===== src/rtl/oled_hex_writer.sv =====
// oled_hex_writer: queues {row, value, blank} requests and streams each value as 8 hex chars into the OLED buffer.
module oled_hex_writer #(
  parameter int FIFO_DEPTH = 4,
  parameter int COL_BASE   = 8
) (
  input  logic        clk,
  input  logic        rst,
  input  logic        reqValid,
  output logic        reqReady,
  input  logic [1:0]  reqRow,
  input  logic [31:0] reqData,
  input  logic        reqBlank,
  output logic        writeOLED,
  output logic [8:0]  index,
  output logic [7:0]  writeData,
  output logic        busy
);
  localparam int AW = $clog2(FIFO_DEPTH);
  typedef enum logic {IDLE, EMIT} state_t;
  state_t r_state, w_state_nx;
  logic [34:0]   r_mem [FIFO_DEPTH];
  logic [AW-1:0] r_wr, r_rd;
  logic [AW:0]   r_count;
  logic [34:0]   r_cur, w_src;
  logic [2:0]    r_digit, w_i;
  logic          r_lead, w_lead_in, w_blank;
  logic          w_push, w_load, w_adv;
  logic [3:0]    w_nib, w_col;
  logic [7:0]    w_code;
  assign reqReady = r_count < (AW+1)'(FIFO_DEPTH);
  assign w_push   = reqValid && reqReady;
  assign busy     = (r_state == EMIT) || (r_count != '0);
  // Entry layout: {row[34:33], data[32:1], blank[0]}; a load emits character 0 of the head entry directly.
  always_comb begin
    w_load     = (r_state == IDLE || r_digit == 3'd7) && r_count != '0;
    w_adv      = !w_load && r_state == EMIT && r_digit != 3'd7;
    w_state_nx = (w_load || w_adv) ? EMIT : IDLE;
    w_src      = w_load ? r_mem[r_rd] : r_cur;
    w_i        = w_load ? 3'd0 : r_digit + 3'd1;
    w_lead_in  = w_load ? w_src[0] : r_lead;
    w_nib      = 4'(w_src[32:1] >> (5'd28 - {w_i, 2'b00}));
    w_blank    = w_lead_in && w_nib == 4'd0 && w_i != 3'd7;
    w_code     = w_blank ? 8'h20 : (w_nib <= 4'd9) ? 8'h30 + {4'h0, w_nib} : 8'h37 + {4'h0, w_nib};
    w_col      = 4'(COL_BASE) + {1'b0, w_i};
  end
  always_ff @(posedge clk)
    if (w_push) r_mem[r_wr] <= {reqRow, reqData, reqBlank};
  always_ff @(posedge clk or negedge rst) begin
    if (!rst) begin
      r_state   <= IDLE;
      r_wr      <= '0;
      r_rd      <= '0;
      r_count   <= '0;
      r_cur     <= '0;
      r_digit   <= '0;
      r_lead    <= 1'b0;
      writeOLED <= 1'b0;
      index     <= '0;
      writeData <= '0;
    end else begin
      r_state   <= w_state_nx;
      r_count   <= r_count + (AW+1)'(w_push) - (AW+1)'(w_load);
      writeOLED <= w_load || w_adv;
      if (w_push) r_wr <= r_wr + 1'b1;
      if (w_load) begin
        r_rd  <= r_rd + 1'b1;
        r_cur <= w_src;
      end
      if (w_load || w_adv) begin
        r_digit   <= w_i;
        r_lead    <= w_blank;
        index     <= {w_src[34:33], w_col, 3'b000};
        writeData <= w_code;
      end
    end
  end
endmodule

===== config.mk =====
export PLATFORM = sky130hd
export DESIGN_NAME = oled_hex_writer
export DESIGN_NICKNAME = d
export VERILOG_FILES = /design/src/rtl/oled_hex_writer.sv
export SDC_FILE = /design/constraint.sdc
export NUM_CORES = 1
export LEC_CHECK = 0
export CAP_MARGIN = 0
export CORE_UTILIZATION = 55
export DETAILED_ROUTE_END_ITERATION = 7
export PLACE_DENSITY = 0.86
export SYNTH_ARGS = -nofsm -noshare
export SYNTH_HDL_FRONTEND = slang
export SYNTH_SLANG_ARGS = --single-unit

===== constraint.sdc =====
create_clock -name clk -period 3.9 [get_ports clk]
set_input_delay 0.975 -clock clk [delete_from_list [all_inputs] [get_ports clk]]
set_output_delay 0.975 -clock clk [all_outputs]
set_load 0.02 [all_outputs]

=== Word-level counts from Yosys, hierarchy flattened ===
Memory sizes are Yosys's and may differ from the RTL's.
Cells that the tools add are included.

* Div/mod/pow operators: 0
* Shifts and indexed selects: 1
* $mul: 0
* Bitwise logic cells: 1
* Equal/unequal tests: 3
* $lt $le $gt $ge: 2
* Reductions and logical operators: 12
* $add $sub $neg: 9
* Muxes and demuxes: 8

{| class="wikitable"
|+ Operator list
! cell !! number
|-
| $mux 35 || 1
|-
| $shr 32x5->4 || 1
|-
| $add 6x4->7 const A || 2
|-
| $mux 7 || 2
|-
| $logic_and 1x1->1 || 6
|-
| $ne 3x3->1 const B || 2
|-
| $sub 5x5->5 const A || 1
|-
| $add 2x1->2 const B || 2
|-
| $add 4x3->4 const A || 1
|-
| $le 4x4->1 const B || 1
|-
| $logic_not 4->1 || 1
|-
| $mux 1 || 4
|-
| $add 3x1->3 || 1
|-
| $add 3x1->3 const B || 1
|-
| $eq 3x3->1 const B || 1
|-
| $logic_or 1x1->1 || 3
|-
| $lt 3x3->1 const B || 1
|-
| $mux 3 || 1
|-
| $reduce_bool 3->1 || 1
|-
| $sub 3x1->3 || 1
|-
| $logic_not 1->1 || 1
|-
| $not 1->1 || 1
|}

* Bits of input ports: 38
* Output and inout port bits: 20
* Memory bits (read-only): 0
* Bits in latches: 0
* RAM bits: 140
* Memories: 1
* Register bits after elaboration: 62

{| class="wikitable"
|+ Memories
! memory !! words !! bits a word !! read ports !! clocked after memory_dff !! write ports !! RTL line !! source
|-
| r_mem || 4 || 35 || 1 || 0 || 1 || 21 || <nowiki>logic [34:0] r_mem [FIFO_DEPTH];</nowiki>
|}

=== Depth between registers and ports, before layout ===
* Word-level depth: 10
* Mapped depth: 14
* Gate-level depth less buffers: 13

=== Worst setup path before layout ===
Ideal clock, no wire load.

* Path kind: flip-flop to flip-flop
* Start point: register r_digit[0]
* End point: register writeData[1]
* Clock period less this slack: 3339 ps
* Library setup time: 80 ps
* Path slack: 561 ps
* Arrival time: 3259 ps
* Path buffers: 1
* Cell stages (with the launch flop): 14
* Path through: dfrtp_1 > ha_1 > ha_1 > buf_1 > mux2i_1 > a221oi_1 > o21bai_1 > inv_1 > ha_1 > nor2_1 > or3_1 > a31o_1 > or3_1 > o211ai_2

* Longest elaborated chain between the ends: 10
* Elaborated cells between the ends (all ways): 23
* Classes of those cells: add/sub: 4; order compare: 1; eq/ne: 3; shift: 1; mux: 5; reduce/logical: 9

{| class="wikitable"
|+ RTL lines
! item !! RTL line !! source
|-
| from (decl) || 25 || <nowiki>logic [2:0] r_digit, w_i;</nowiki>
|-
| from (signal assigned) || 70 || <nowiki>r_digit <= w_i;</nowiki>
|-
| branches (longest 10 deep; another with $add 6x4->7) || n/a ||
|-
| to (signal assigned) || 73 || <nowiki>writeData <= w_code;</nowiki>
|-
| to (decl) || 15 || <nowiki>output logic [7:0] writeData,</nowiki>
|}

Several ways; the timed one is not identified.
A chain may end at the register's enable or synchronous reset.

=== Worst setup path in the final report ===
* Start point: register r_digit[1]
* End point: register writeData[1]

The elaborated chain is that of the path after synthesis.

==> results by group <==
CTS
  – Post-cts sizing count: 0
  – Hold_buf cts: 0
  – Num CTS Buffers: 17
  – Worst-Skew Late Latency: 0.43 ns
  – Max clock buf depth: 2
  – H-tree levels: 4
  – Worst-path clk slew: 0.07 ns
  – Post-CTS Setup Bufs: 0
  – TritonCTS clock tree: yes
  – Root Buffer: clkbuf_16
  – Clock Sinks: roughly 200

Die
  – I/O Pins: 58
  – Core area: 13,900 um^2
  – Chip height: between 100 and 150 um
  – Die footprint: around 15,000 um^2
  – FP Rows: 43
  – Starting Density: between 50% and 60%
  – Die X: 121 um

Critical path
  – R2R Setup Slk: 0.46 ns
  – CP Max Fanout: 15
  – Worst setup EP type: register
  – Critical Path Start Type: register
  – Crit-path max cell delay: 0.65 ns
  – Required @ worst endpoint: 4.25 ns
  – Cell at the slowest stage of the critical path: ha_1
  – Most common cell on crit path: ha_1
  – Arrival @ worst endpoint: ~3.8 ns
  – R2R cell count: 12
  – Critical R2R Launch: r_digit[1]
  – Reg2Reg Capture Point: writeData[1]
  – Critical path type: register to register
  – Crit-path cells: ha_1 -> ha_1 -> mux2i_1 -> a221oi_1 -> o21bai_1 -> inv_1 -> ha_1 -> nor2_1 -> or3_1 -> a31o_1 -> or3_1 -> o211ai_2

Synthesis
  – EDFF count, synth: 140
  – Post-Synthesis Cells: ~490
  – Synth area leader: edfxtp_1
  – Post-synthesis sequential area ratio: 71.6%
  – Top cells by area, synth: edfxtp_1 (54%), dfrtp_1 (18%), mux4_2 (10%)
  – Post-Syn Area: 7830 um^2
  – Seq cells post-synth: between 150 and 200
  – Top-count cell post-synth: edfxtp_1
  – Syn_area_per_cell: between 15 and 20 um^2
  – FFs w/ async S/R, synth: 28.6%
  – Yosys cell types: between 40 and 50
  – Synth top cells by count: edfxtp_1 (140), nand2_1 (113), dfrtp_1 (56), mux4_2 (36)
  – Yosys warns: 0
  – Post-synth top flop: edfxtp_1
  – Yosys top cell area share: 53.7%

Timing
  – Tcrit/Tclk final: 88.3%
  – Rel. slew slack: 37.1%
  – Worst Skew: 0.0106 ns
  – Max Fclk: 290 MHz
  – Final setup viols: 0
  – TNS Setup: 0 ns
  – Hold Violations, Final: 0
  – Worst Max-Slew Pin Slew: approximately 0.94 ns
  – Slew Viols, Final: 0
  – RSZ-0062 raised after global routing: false
  – Minimum clock period: 3.44 ns
  – Setup ws final: between 0.4 and 0.5 ns

Route
  – DRT Wirelength: between 10,000 and 15,000 um
  – ANT nets after route: 0
  – Vias: 4,248
  – DR DRC count: 0
  – Initial DRC Count: 254
  – Vias/cell: roughly 5.7
  – First-pass DRT Iterations: 4
  – DR WL/cell: 19.7 um

Power
  – Sw Share: between 30% and 40%
  – Sequential Power Share: 39.3%
  – Gate power share: 37.0%
  – Max VDD drop: between 400 and 500 uV
  – Pint: 5130 uW
  – LEAKAGE: 0.00348 uW
  – Pwr/cell area: 834 nW/um^2
  – Clock power frac: 23.7%
  – Tot Pwr: 7650 uW
  – Switching pwr: 2510 uW

Global route
  – Gr usage total: 22.2%
  – Vias in the first global route: 4,363
  – Initial antenna violation count: 0
  – Global-route wire length before repair: 23,600 um
  – Total congestion overflow: 0
  – Largest net degree at the start of global routing: 41

Placement
  – Detailed Place HPWL: 9150 um
  – IO Port Bufs: 53
  – Pre-CTS setup slack: 0.578 ns
  – Final GP Congestion: 0.866

Layout
  – Share of layout cells above drive strength 1: 15.0%
  – N_diodes: 0
  – Final #Nets: 596
  – Fill cells: 939
  – Area delta synth->final: 17.1%
  – Multi-input combinational cell area: slightly above 2000 um^2
  – Reg area: about 5600 um^2

Status
  – Status: completed

Min path
  – Hold Crit Start: r_cur[5]
  – Hold depth: 2
  – Worst Hold End: r_cur[5]
  – Worst min path class: register to register

Job
  – Max-cap check violation count: 0
[power by group through the flow]
stage	Sequential [uW]	Clock (uW)	Combinational, uW
after CTS	3010	1840	2850
after detailed placement	3040	0	2820
after floorplan	3020	0	2050
after global placement	3010	0	2660
after global routing	3050	1930	3090
final	3010	1810	2830
[area by class of cell]
| type | instances | share of cell area (%) |
|---|---|---|
| multi-input combinational | 257 | 22.6 |
| timing repair buffer | 63 | 6.55 |
| clock buffer | 25 | 5.53 |
| tap | 180 | 2.46 |
| inverter | 11 | 0.450 |
| clock inverter | 7 | 1.28 |
| sequential | 196 | 61.1 |
[through the flow]
step           instances  util, %  hold slack, ns  instance area, um^2
6_report             739     66.1           0.480                 9170
3_3_place_gp         707     61.6           0.454                 8550
3_5_place_dp         707     61.6           0.464                 8550
5_1_grt              739     66.1           0.500                 9170
2_1_floorplan        490        -           0.439                 7840
4_1_cts              739     66.1           0.480                 9170
[cell families after synthesis]
kind of cell               after synthesis  synth area share (%)
other                                    1                0.0479
AOI/OAI and AO/OA                       28                  2.78
xor gates and xnor gates                 5                 0.559
and+or+nand+nor                        156                  8.39
DFF                                    196                  71.6
buffers and inverters                   37                  2.11
muxes                                   52                  12.5
adders and majority gates               12                  2.01
[cell usage in the layout (no fill, tap or decap), types with 4 or more instances in the layout]
| master | n |
|---|---|
| xnor2_1 | 5 |
| conb_1 | 4 |
| and2_1 | 5 |
| or3_1 | 6 |
| nor2_1 | 15 |
| nand2_1 | 113 |
| o21ai_0 | 4 |
| ha_1 | 11 |
| clkbuf_1 | 4 |
| mux2_2 | 4 |
| edfxtp_1 | 140 |
| mux2i_1 | 11 |
| buf_4 | 10 |
| mux4_2 | 36 |
| dfrtp_1 | 55 |
| clkdlybuf4s50_1 | 52 |
| inv_1 | 11 |
| clkbuf_16 | 18 |
[sequential cells by signal, summed over array words and instances, names as in the netlist]
register	count
index	4
r_count	3
r_cur	34
r_digit	2
r_lead	1
r_mem	140
r_rd	2
r_state	1
r_wr	2
writeData	7
[per-layer routing]
metal	vias up	track usage (%)	wire length (um)
met1	2194	28.8	6020
met3	28	4.51	623
met5	-	0	0
met4	0	10.9	447
met2	126	35.8	7460
li1	1900	-	-
[how the worst max path moves through the flow]
stage	startpoint	endpoint	slack, ns	cells after the start
6_report	r_digit[1]	writeData[1]	0.46	12
5_1_grt	r_digit[0]	writeData[0]	0.30	13
4_1_cts	r_digit[0]	writeData[1]	0.55	12
3_5_place_dp	r_digit[1]	writeData[1]	0.58	12
3_3_place_gp	reqValid	r_count[2]	0.76	10
2_1_floorplan	r_digit[0]	writeData[1]	0.56	13
[critical path: cells and delay by family (launching register included)]
family,cells,cell delay [ns]
buf+inv,1,0.12
compound gates,4,0.92
simple gates,3,0.73
mux,1,0.15
fa+ha+maj,3,1.03
flops,1,0.41
No activity file was read; power rests on OpenSTA's default activity.
